$ cat src/rtl/z80_resp_pkg.sv
// rtl/z80_resp_pkg.sv - shared FSM states, port offsets and ctrl bit indices for the Z80 bus responder
package z80_resp_pkg;

  typedef enum logic [2:0] {
    ST_IDLE,
    ST_WAIT,
    ST_DRIVE,
    ST_WHOLD,
    ST_RELEASE
  } state_t;

  localparam logic [7:0] PORT_DATA = 8'd0;
  localparam logic [7:0] PORT_VEC  = 8'd1;
  localparam logic [7:0] PORT_CTRL = 8'd2;

  localparam int CTRL_EN   = 0;
  localparam int CTRL_PEND = 1;

endpackage

$ cat src/rtl/z80_bus_responder_if.sv
// rtl/z80_bus_responder_if.sv - Z80 CPU bus bundle between the CPU side and the responder
interface z80_bus_responder_if;
  logic [15:0] addr;
  logic [7:0]  di;
  logic        m1_n;
  logic        mreq_n;
  logic        iorq_n;
  logic        rd_n;
  logic        wr_n;
  logic        rfsh_n;
  logic        irq;
  logic [7:0]  dout;
  logic        doe;
  logic        wait_n;
  logic        int_n;
  logic [7:0]  port_q;

  modport master (
    output addr, di, m1_n, mreq_n, iorq_n, rd_n, wr_n, rfsh_n, irq,
    input  dout, doe, wait_n, int_n, port_q
  );

  modport slave (
    input  addr, di, m1_n, mreq_n, iorq_n, rd_n, wr_n, rfsh_n, irq,
    output dout, doe, wait_n, int_n, port_q
  );
endinterface

$ cat src/rtl/z80_resp_irq.sv
// rtl/z80_resp_irq.sv - IM2 single-source interrupt controller, built only under Z80_RESP_IRQ_EN
module z80_resp_irq
  import z80_resp_pkg::*;
(
  input  logic       clk,
  input  logic       rst,
  input  logic       irq,
  input  logic       vec_we,
  input  logic       ctrl_we,
  input  logic       ack,
  input  logic [7:0] wdata,
  output logic [7:0] vector,
  output logic [7:0] ctrl,
  output logic       int_n
);
  logic irq_d;
  logic pending;
  logic enable;
  logic set;

  // A new edge beats a same-cycle ack or write-one-to-clear.
  assign set  = irq & ~irq_d & enable;
  assign ctrl = {6'b0, pending, enable};

  always_ff @(posedge clk or posedge rst) begin
    if (rst) begin
      irq_d   <= 1'b0;
      pending <= 1'b0;
      enable  <= 1'b0;
      vector  <= 8'hFF;
      int_n   <= 1'b1;
    end else begin
      irq_d <= irq;
      if (vec_we)
        vector <= wdata;
      if (ctrl_we)
        enable <= wdata[CTRL_EN];
      if (set)
        pending <= 1'b1;
      else if (ack || (ctrl_we && wdata[CTRL_PEND]))
        pending <= 1'b0;
      int_n <= ~(pending & enable);
    end
  end

endmodule

$ cat src/rtl/z80_bus_responder.sv
// rtl/z80_bus_responder.sv - Z80 bus target: RAM window, I/O ports, programmable read wait states
// Define Z80_RESP_IRQ_EN for the IM2 interrupt controller, ack response and ports +1/+2.
module z80_bus_responder
  import z80_resp_pkg::*;
#(
  parameter int          MEM_AW      = 6,
  parameter logic [15:0] MEM_BASE    = 16'h8000,
  parameter logic [7:0]  IO_BASE     = 8'h10,
  parameter int          WAIT_STATES = 1
) (
  input  logic wb_clk_i,
  input  logic wb_rst_i,
  z80_bus_responder_if.slave bus
);
  localparam logic [3:0] WS = 4'(WAIT_STATES);

  logic [7:0] mem [2**MEM_AW];

  state_t            state, state_nxt;
  logic [3:0]        cnt, cnt_nxt;
  logic [7:0]        dout_q, dout_nxt, port_q, vec_val, ctrl_val, port_rd, io_off;
  logic              doe_q, doe_nxt, wait_q, wait_nxt, cyc_ack, cyc_ack_nxt, armed;
  logic              mem_hit, io_hit, ack_hit, mem_we, port_we, ack_clr, strobes_idle;
  logic              drive_done;
  logic [MEM_AW-1:0] mem_idx;

  assign mem_idx      = bus.addr[MEM_AW-1:0];
  assign io_off       = bus.addr[7:0] - IO_BASE;
  assign mem_hit      = (bus.addr[15:MEM_AW] == MEM_BASE[15:MEM_AW]) && !bus.mreq_n && bus.rfsh_n;
  assign strobes_idle = bus.mreq_n & bus.iorq_n & bus.rd_n & bus.wr_n;
`ifdef Z80_RESP_IRQ_EN
  assign io_hit  = !bus.iorq_n && bus.m1_n && (io_off <= PORT_CTRL);
  assign ack_hit = !bus.m1_n && !bus.iorq_n;
`else
  assign io_hit  = !bus.iorq_n && bus.m1_n && (io_off == PORT_DATA);
  assign ack_hit = 1'b0;
`endif

  // An ack cycle has rd_n high throughout, so it ends on IORQ/M1 instead.
  assign drive_done = cyc_ack ? (bus.iorq_n | bus.m1_n)
                              : (bus.rd_n | (bus.mreq_n & bus.iorq_n));

  always_comb begin
    port_rd = port_q;
    if (io_off == PORT_VEC)
      port_rd = vec_val;
    else if (io_off == PORT_CTRL)
      port_rd = ctrl_val;
  end

  always_comb begin
    state_nxt   = state;
    cnt_nxt     = cnt;
    dout_nxt    = dout_q;
    doe_nxt     = doe_q;
    wait_nxt    = wait_q;
    cyc_ack_nxt = cyc_ack;
    mem_we      = 1'b0;
    port_we     = 1'b0;
    ack_clr     = 1'b0;
    unique case (state)
      ST_IDLE: begin
        if (armed) begin
          if (mem_hit && !bus.rd_n) begin
            cyc_ack_nxt = 1'b0;
            if (WAIT_STATES > 0) begin
              state_nxt = ST_WAIT;
              wait_nxt  = 1'b0;
              cnt_nxt   = WS - 4'd1;
            end else begin
              state_nxt = ST_DRIVE;
              doe_nxt   = 1'b1;
              dout_nxt  = mem[mem_idx];
            end
          end else if (mem_hit && !bus.wr_n) begin
            mem_we    = 1'b1;
            state_nxt = ST_WHOLD;
          end else if (io_hit && !bus.rd_n) begin
            state_nxt   = ST_DRIVE;
            doe_nxt     = 1'b1;
            dout_nxt    = port_rd;
            cyc_ack_nxt = 1'b0;
          end else if (io_hit && !bus.wr_n) begin
            port_we   = 1'b1;
            state_nxt = ST_WHOLD;
          end else if (ack_hit) begin
            state_nxt   = ST_DRIVE;
            doe_nxt     = 1'b1;
            dout_nxt    = vec_val;
            cyc_ack_nxt = 1'b1;
            ack_clr     = 1'b1;
          end
        end
      end
      ST_WAIT: begin
        if (cnt == 4'd0) begin
          wait_nxt  = 1'b1;
          doe_nxt   = 1'b1;
          dout_nxt  = mem[mem_idx];
          state_nxt = ST_DRIVE;
        end else begin
          cnt_nxt = cnt - 4'd1;
        end
      end
      ST_DRIVE: begin
        if (drive_done) begin
          doe_nxt   = 1'b0;
          state_nxt = ST_RELEASE;
        end
      end
      ST_WHOLD: begin
        if (bus.wr_n)
          state_nxt = ST_IDLE;
      end
      ST_RELEASE: state_nxt = ST_IDLE;
      default:    state_nxt = ST_IDLE;
    endcase
  end

  // armed stays low after reset until every strobe has been seen high once.
  always_ff @(posedge wb_clk_i or posedge wb_rst_i) begin
    if (wb_rst_i) begin
      state   <= ST_IDLE;
      cnt     <= 4'd0;
      dout_q  <= 8'h00;
      doe_q   <= 1'b0;
      wait_q  <= 1'b1;
      cyc_ack <= 1'b0;
      armed   <= 1'b0;
      port_q  <= 8'h00;
    end else begin
      state   <= state_nxt;
      cnt     <= cnt_nxt;
      dout_q  <= dout_nxt;
      doe_q   <= doe_nxt;
      wait_q  <= wait_nxt;
      cyc_ack <= cyc_ack_nxt;
      armed   <= armed | strobes_idle;
      if (port_we && io_off == PORT_DATA)
        port_q <= bus.di;
    end
  end

  always_ff @(posedge wb_clk_i) begin
    if (mem_we)
      mem[mem_idx] <= bus.di;
  end

  assign bus.dout   = dout_q;
  assign bus.doe    = doe_q;
  assign bus.wait_n = wait_q;
  assign bus.port_q = port_q;

`ifdef Z80_RESP_IRQ_EN
  z80_resp_irq u_irq (
    .clk     (wb_clk_i),
    .rst     (wb_rst_i),
    .irq     (bus.irq),
    .vec_we  (port_we && io_off == PORT_VEC),
    .ctrl_we (port_we && io_off == PORT_CTRL),
    .ack     (ack_clr),
    .wdata   (bus.di),
    .vector  (vec_val),
    .ctrl    (ctrl_val),
    .int_n   (bus.int_n)
  );
`else
  logic unused_irq;
  assign vec_val    = 8'hFF;
  assign ctrl_val   = 8'h00;
  assign bus.int_n  = 1'b1;
  assign unused_irq = bus.irq ^ ack_clr;
`endif

endmodule

$ cat src/flat_wrapper.sv
// flat-port wrapper written by rule: the top's interface ports become plain ports
module z80_bus_responder_flat import z80_resp_pkg::*;
#(
  parameter int          MEM_AW      = 6,
  parameter logic [15:0] MEM_BASE    = 16'h8000,
  parameter logic [7:0]  IO_BASE     = 8'h10,
  parameter int          WAIT_STATES = 1
)
  (wb_clk_i, wb_rst_i, bus_addr, bus_di, bus_m1_n, bus_mreq_n, bus_iorq_n, bus_rd_n, bus_wr_n, bus_rfsh_n, bus_irq, bus_dout, bus_doe, bus_wait_n, bus_int_n, bus_port_q);
  z80_bus_responder_if bus_i ();
  input  logic wb_clk_i;
  input  logic wb_rst_i;
  input wire logic [$bits(bus_i.addr)-1:0] bus_addr;
  input wire logic [$bits(bus_i.di)-1:0] bus_di;
  input wire logic [$bits(bus_i.m1_n)-1:0] bus_m1_n;
  input wire logic [$bits(bus_i.mreq_n)-1:0] bus_mreq_n;
  input wire logic [$bits(bus_i.iorq_n)-1:0] bus_iorq_n;
  input wire logic [$bits(bus_i.rd_n)-1:0] bus_rd_n;
  input wire logic [$bits(bus_i.wr_n)-1:0] bus_wr_n;
  input wire logic [$bits(bus_i.rfsh_n)-1:0] bus_rfsh_n;
  input wire logic [$bits(bus_i.irq)-1:0] bus_irq;
  output wire logic [$bits(bus_i.dout)-1:0] bus_dout;
  output wire logic [$bits(bus_i.doe)-1:0] bus_doe;
  output wire logic [$bits(bus_i.wait_n)-1:0] bus_wait_n;
  output wire logic [$bits(bus_i.int_n)-1:0] bus_int_n;
  output wire logic [$bits(bus_i.port_q)-1:0] bus_port_q;
  assign bus_i.addr = bus_addr;
  assign bus_i.di = bus_di;
  assign bus_i.m1_n = bus_m1_n;
  assign bus_i.mreq_n = bus_mreq_n;
  assign bus_i.iorq_n = bus_iorq_n;
  assign bus_i.rd_n = bus_rd_n;
  assign bus_i.wr_n = bus_wr_n;
  assign bus_i.rfsh_n = bus_rfsh_n;
  assign bus_i.irq = bus_irq;
  assign bus_dout = bus_i.dout;
  assign bus_doe = bus_i.doe;
  assign bus_wait_n = bus_i.wait_n;
  assign bus_int_n = bus_i.int_n;
  assign bus_port_q = bus_i.port_q;
  z80_bus_responder #(.MEM_AW(MEM_AW), .MEM_BASE(MEM_BASE), .IO_BASE(IO_BASE), .WAIT_STATES(WAIT_STATES)) u_core (.wb_clk_i(wb_clk_i), .wb_rst_i(wb_rst_i), .bus(bus_i));
endmodule
$ cat config.mk
export PLATFORM = sky130hd
export DESIGN_NAME = z80_bus_responder_flat
export DESIGN_NICKNAME = d
export VERILOG_FILES = /design/src/rtl/z80_resp_pkg.sv /design/src/rtl/z80_bus_responder_if.sv /design/src/rtl/z80_resp_irq.sv /design/src/rtl/z80_bus_responder.sv /design/src/flat_wrapper.sv
export SDC_FILE = /design/constraint.sdc
export NUM_CORES = 1
export LEC_CHECK = 0
export BUFFER_PORTS_ARGS = -buffer_cell sky130_fd_sc_hd__buf_2
export CORE_MARGIN = 3
export CORE_UTILIZATION = 30
export DETAILED_ROUTE_END_ITERATION = 7
export GPL_ROUTABILITY_DRIVEN = 0
export PLACE_DENSITY = 0.47
export SYNTH_ARGS = -nofsm -noshare
export SYNTH_HDL_FRONTEND = slang
export SYNTH_SLANG_ARGS = --single-unit
$ cat constraint.sdc
create_clock -name wb_clk_i -period 4.45 [get_ports wb_clk_i]
set_input_delay 0.89 -clock wb_clk_i [delete_from_list [all_inputs] [get_ports wb_clk_i]]
set_output_delay 0.89 -clock wb_clk_i [all_outputs]
set_load 0.1 [all_outputs]
==> flow_summary_export.csv <==
group,metric,value,unit
synthesis,synth.top_cell.area_share,0.718,
outcome,status,"completed",
clock_network,cts.path.max_buffers,3,
worst_hold_path,hold_end,"u_core.bus.wait_n",
worst_setup_path,rr_worst_depth,6,
synthesis,yosys_most_used_dff,"edfxtp_1",
global_route,grt_max_degree,48,
worst_setup_path,cp-start-kind,"flip-flop",
global_route,grt_pass1_vias,12523,
global_route,grt_pass1_wl,91.3,mm
synthesis,syn_nets,1264,
layout,final_cell_mix,"512 x edfxtp_1, 132 x buf_4, 94 x nor2_1",
sta,max_slew.worst_pin.slew,1.15,ns
sta,rsz0062_at_grt,"false",
place,hpwl,41.2,mm
power,cellPowerDensity,453,nW/um^2
sta,whs,0.458,ns
worst_setup_path,reg2reg_slack,1.14,ns
drt,dr.pass1.iters,5,
synthesis,yosysWarnings,0,
sta,layout_worst_path_cycle_share,0.744,
power,power_leakage,8.41,nW
synthesis,syn_area,21400,um^2
sta,max_freq,302,MHz
layout,final_common_cell,"edfxtp_1",
worst_setup_path,required,4.74,ns
synthesis,async_reset_ff_frac,0.0483,
synthesis,synth.avg_cell_area,17.4,um^2
drt,wire_per_inst,26.5,um
synthesis,synth-seq-cells,538,
clock_network,clock_sinks,538,
clock_network,htree_levels,2,
clock_network,clk_pin_slew_worst_paths,0.06,ns
clock_network,cts_tree,"done",
worst_hold_path,whs_path_depth,2,
drt,drt_iter0_markers,1207,
clock_network,holdBufCountCts,0,
sta,drv_slew,0,
sta,hold_viol_final,0,
worst_setup_path,end_kind,"flip-flop",
floorplan,initial_core_util,0.304,
synthesis,yosys.area.top_type,"edfxtp_1",
flow_run,cap_viol_max_count,0,
floorplan,core_area,70400,um^2
layout,layoutNonFillerInstCount,2382,
floorplan,dieArea,74600,um^2
layout,drive_above_1_share,0.248,
global_route,grt_antenna_before_repair,0,
global_route,globalRoute.totalOverflow,0,
global_route,grt_usage,0.169,
worst_setup_path,r2r-start,"u_core.state[1]",
drt,wirelength,63.2,mm
worst_setup_path,rr_endpoint,"u_core.mem[32][7]",
power,finalPower,11.5,mW
drt,num_vias,12281,
clock_network,post_cts_buffers,0,
layout,nets,1431,
worst_setup_path,crit_fanout,9,
synthesis,syn_inst,1229,
clock_network,cts_root_buffer,"clkbuf_16",
worst_setup_path,cp-startpoint,"u_core.state[1]",
drt,viasPerCell,5.16,
place,dp.cells,2277,
floorplan,die_h,273,um
clock_network,clkLatencyLatePin,0.61,ns
floorplan,ios,52,
sta,finClkSkew,0.0249,ns
worst_setup_path,cp_data_arrival_time,3.61,ns
power,ir_drop,0.000313,V
worst_hold_path,min-delay-start,"u_core.bus.wait_n",
clock_network,cts-resized-gates,0,
sta,min_period,3.31,ns
synthesis,ys_types,70,
synthesis,synth_area_leaders,"edfxtp_1 72%, mux4_2 4.8%, mux2i_1 3.7%",
sta,max_slew_margin,0.232,
synthesis,synth_edf_count,512,
drt,drc,0,
clock_network,numCtsBuffers,57,
worst_setup_path,worstSetupPathType,"flip-flop to flip-flop",
sta,setup_tns,0,ns
sta,setup_viol,0,
layout,area_delta_synth_final,18.4,%
synthesis,yosysSeqAreaShare,0.749,
worst_hold_path,hp-class,"flip-flop to flip-flop",
place,io_buffers,49,
drt,ant_nets,0,
floorplan,std_cell_rows,97,
floorplan,die_w,273,um
==> synthesized netlist by cell type, types with 2 or more instances <==
master / instances
a2111oi_0: 4
a22oi_1: 48
o221ai_1: 4
or3b_2: 2
nor4_1: 6
a221o_1: 2
a21o_1: 2
nor3_1: 12
buf_2: 33
dfrtp_1: 25
buf_4: 8
a222oi_1: 3
o21ai_0: 28
ha_1: 2
nor2b_1: 6
a221oi_1: 48
nand2_1: 38
nor3b_1: 2
o211ai_1: 4
edfxtp_1: 512
nand4_1: 4
a31oi_1: 6
a21oi_1: 25
o22a_1: 3
buf_1: 5
a211oi_1: 8
or2_2: 4
nand3_1: 24
mux4_2: 46
buf_6: 3
nand2b_1: 6
a2bb2oi_1: 2
o22ai_1: 22
and3b_1: 2
mux2_2: 28
and3_1: 5
mux2i_1: 79
inv_1: 5
clkbuf_1: 25
nor4b_1: 3
and2_1: 3
nor2_1: 95
a22o_1: 10
==> flip-flops by register name (all words and copies together), names as in the netlist <==
signal             flops
u_core.armed           1
u_core.mem           512
u_core.bus.doe         1
u_core.state           3
u_core.cnt             4
u_core.bus.wait_n      1
u_core.bus.port_q      8
u_core.bus.dout        8
==> cell families after synthesis <==
group,count (synthesis),share of synthesized area
other cells,1,0.000175
xor+xnor,2,0.000818
flops,538,0.749
mux,154,0.101
compound gates,228,0.0780
fa+ha+maj,2,0.00117
simple gates,224,0.0521
buf+inv,80,0.0184
==> power breakdown <==
group	total [mW]	internal [mW]	leakage (nW)	switching [mW]
clock network	4.72	2.78	0.903	1.94
logic	1.10	0.300	2.58	0.796
registers	5.67	5.60	4.92	0.0639
==> worst max-delay path by stage <==
stage,depth (start not counted),endpoint,slack [ns]
6_report,6,u_core.mem[32][7],1.14
5_1_grt,6,u_core.mem[56][3],0.97
4_1_cts,6,u_core.mem[8][3],1.20
3_5_place_dp,7,u_core.mem[8][1],0.60
3_3_place_gp,7,u_core.mem[8][3],0.66
2_1_floorplan,7,u_core.mem[14][0],1.56
==> worst max-delay path, cell delays in order (launching register included) <==
cell     delay, ns
dfrtp_1       0.45
nor3_1        0.44
nand2_2       0.28
nor4_1        0.71
nand2_1       0.64
nor2_1        0.24
buf_4         0.23
==> routing by layer <==
metal  vias to the layer above  track usage  part of all wire
met3                        77       0.0278             0.056
met1                      6484        0.243              0.46
met4                         0       0.0413             0.019
li1                       5357            -                 -
met2                       363        0.265              0.46
met5                         -            0                 0
==> final cells by class <==
cell class | count | area [um^2]
multi-input cells | 611 | 5000
flip-flops and latches | 538 | 16000
repair buffers | 182 | 1280
diodes | 1 | 2.50
inverters | 6 | 22.5
clock buffers | 69 | 1490
well taps | 940 | 1180
clock inverters | 35 | 350
fillers | 6674 | 45000
==> metrics by stage <==
stage                util  setup slack, ns  cell area, um^2
floorplan               -             1.56            21400
global placement    0.334            0.664            23500
detailed placement  0.334            0.604            23500
CTS                 0.360             1.20            25300
global route        0.360            0.967            25300
finish              0.360             1.14            25400
(Power assumes the default switching activity.)
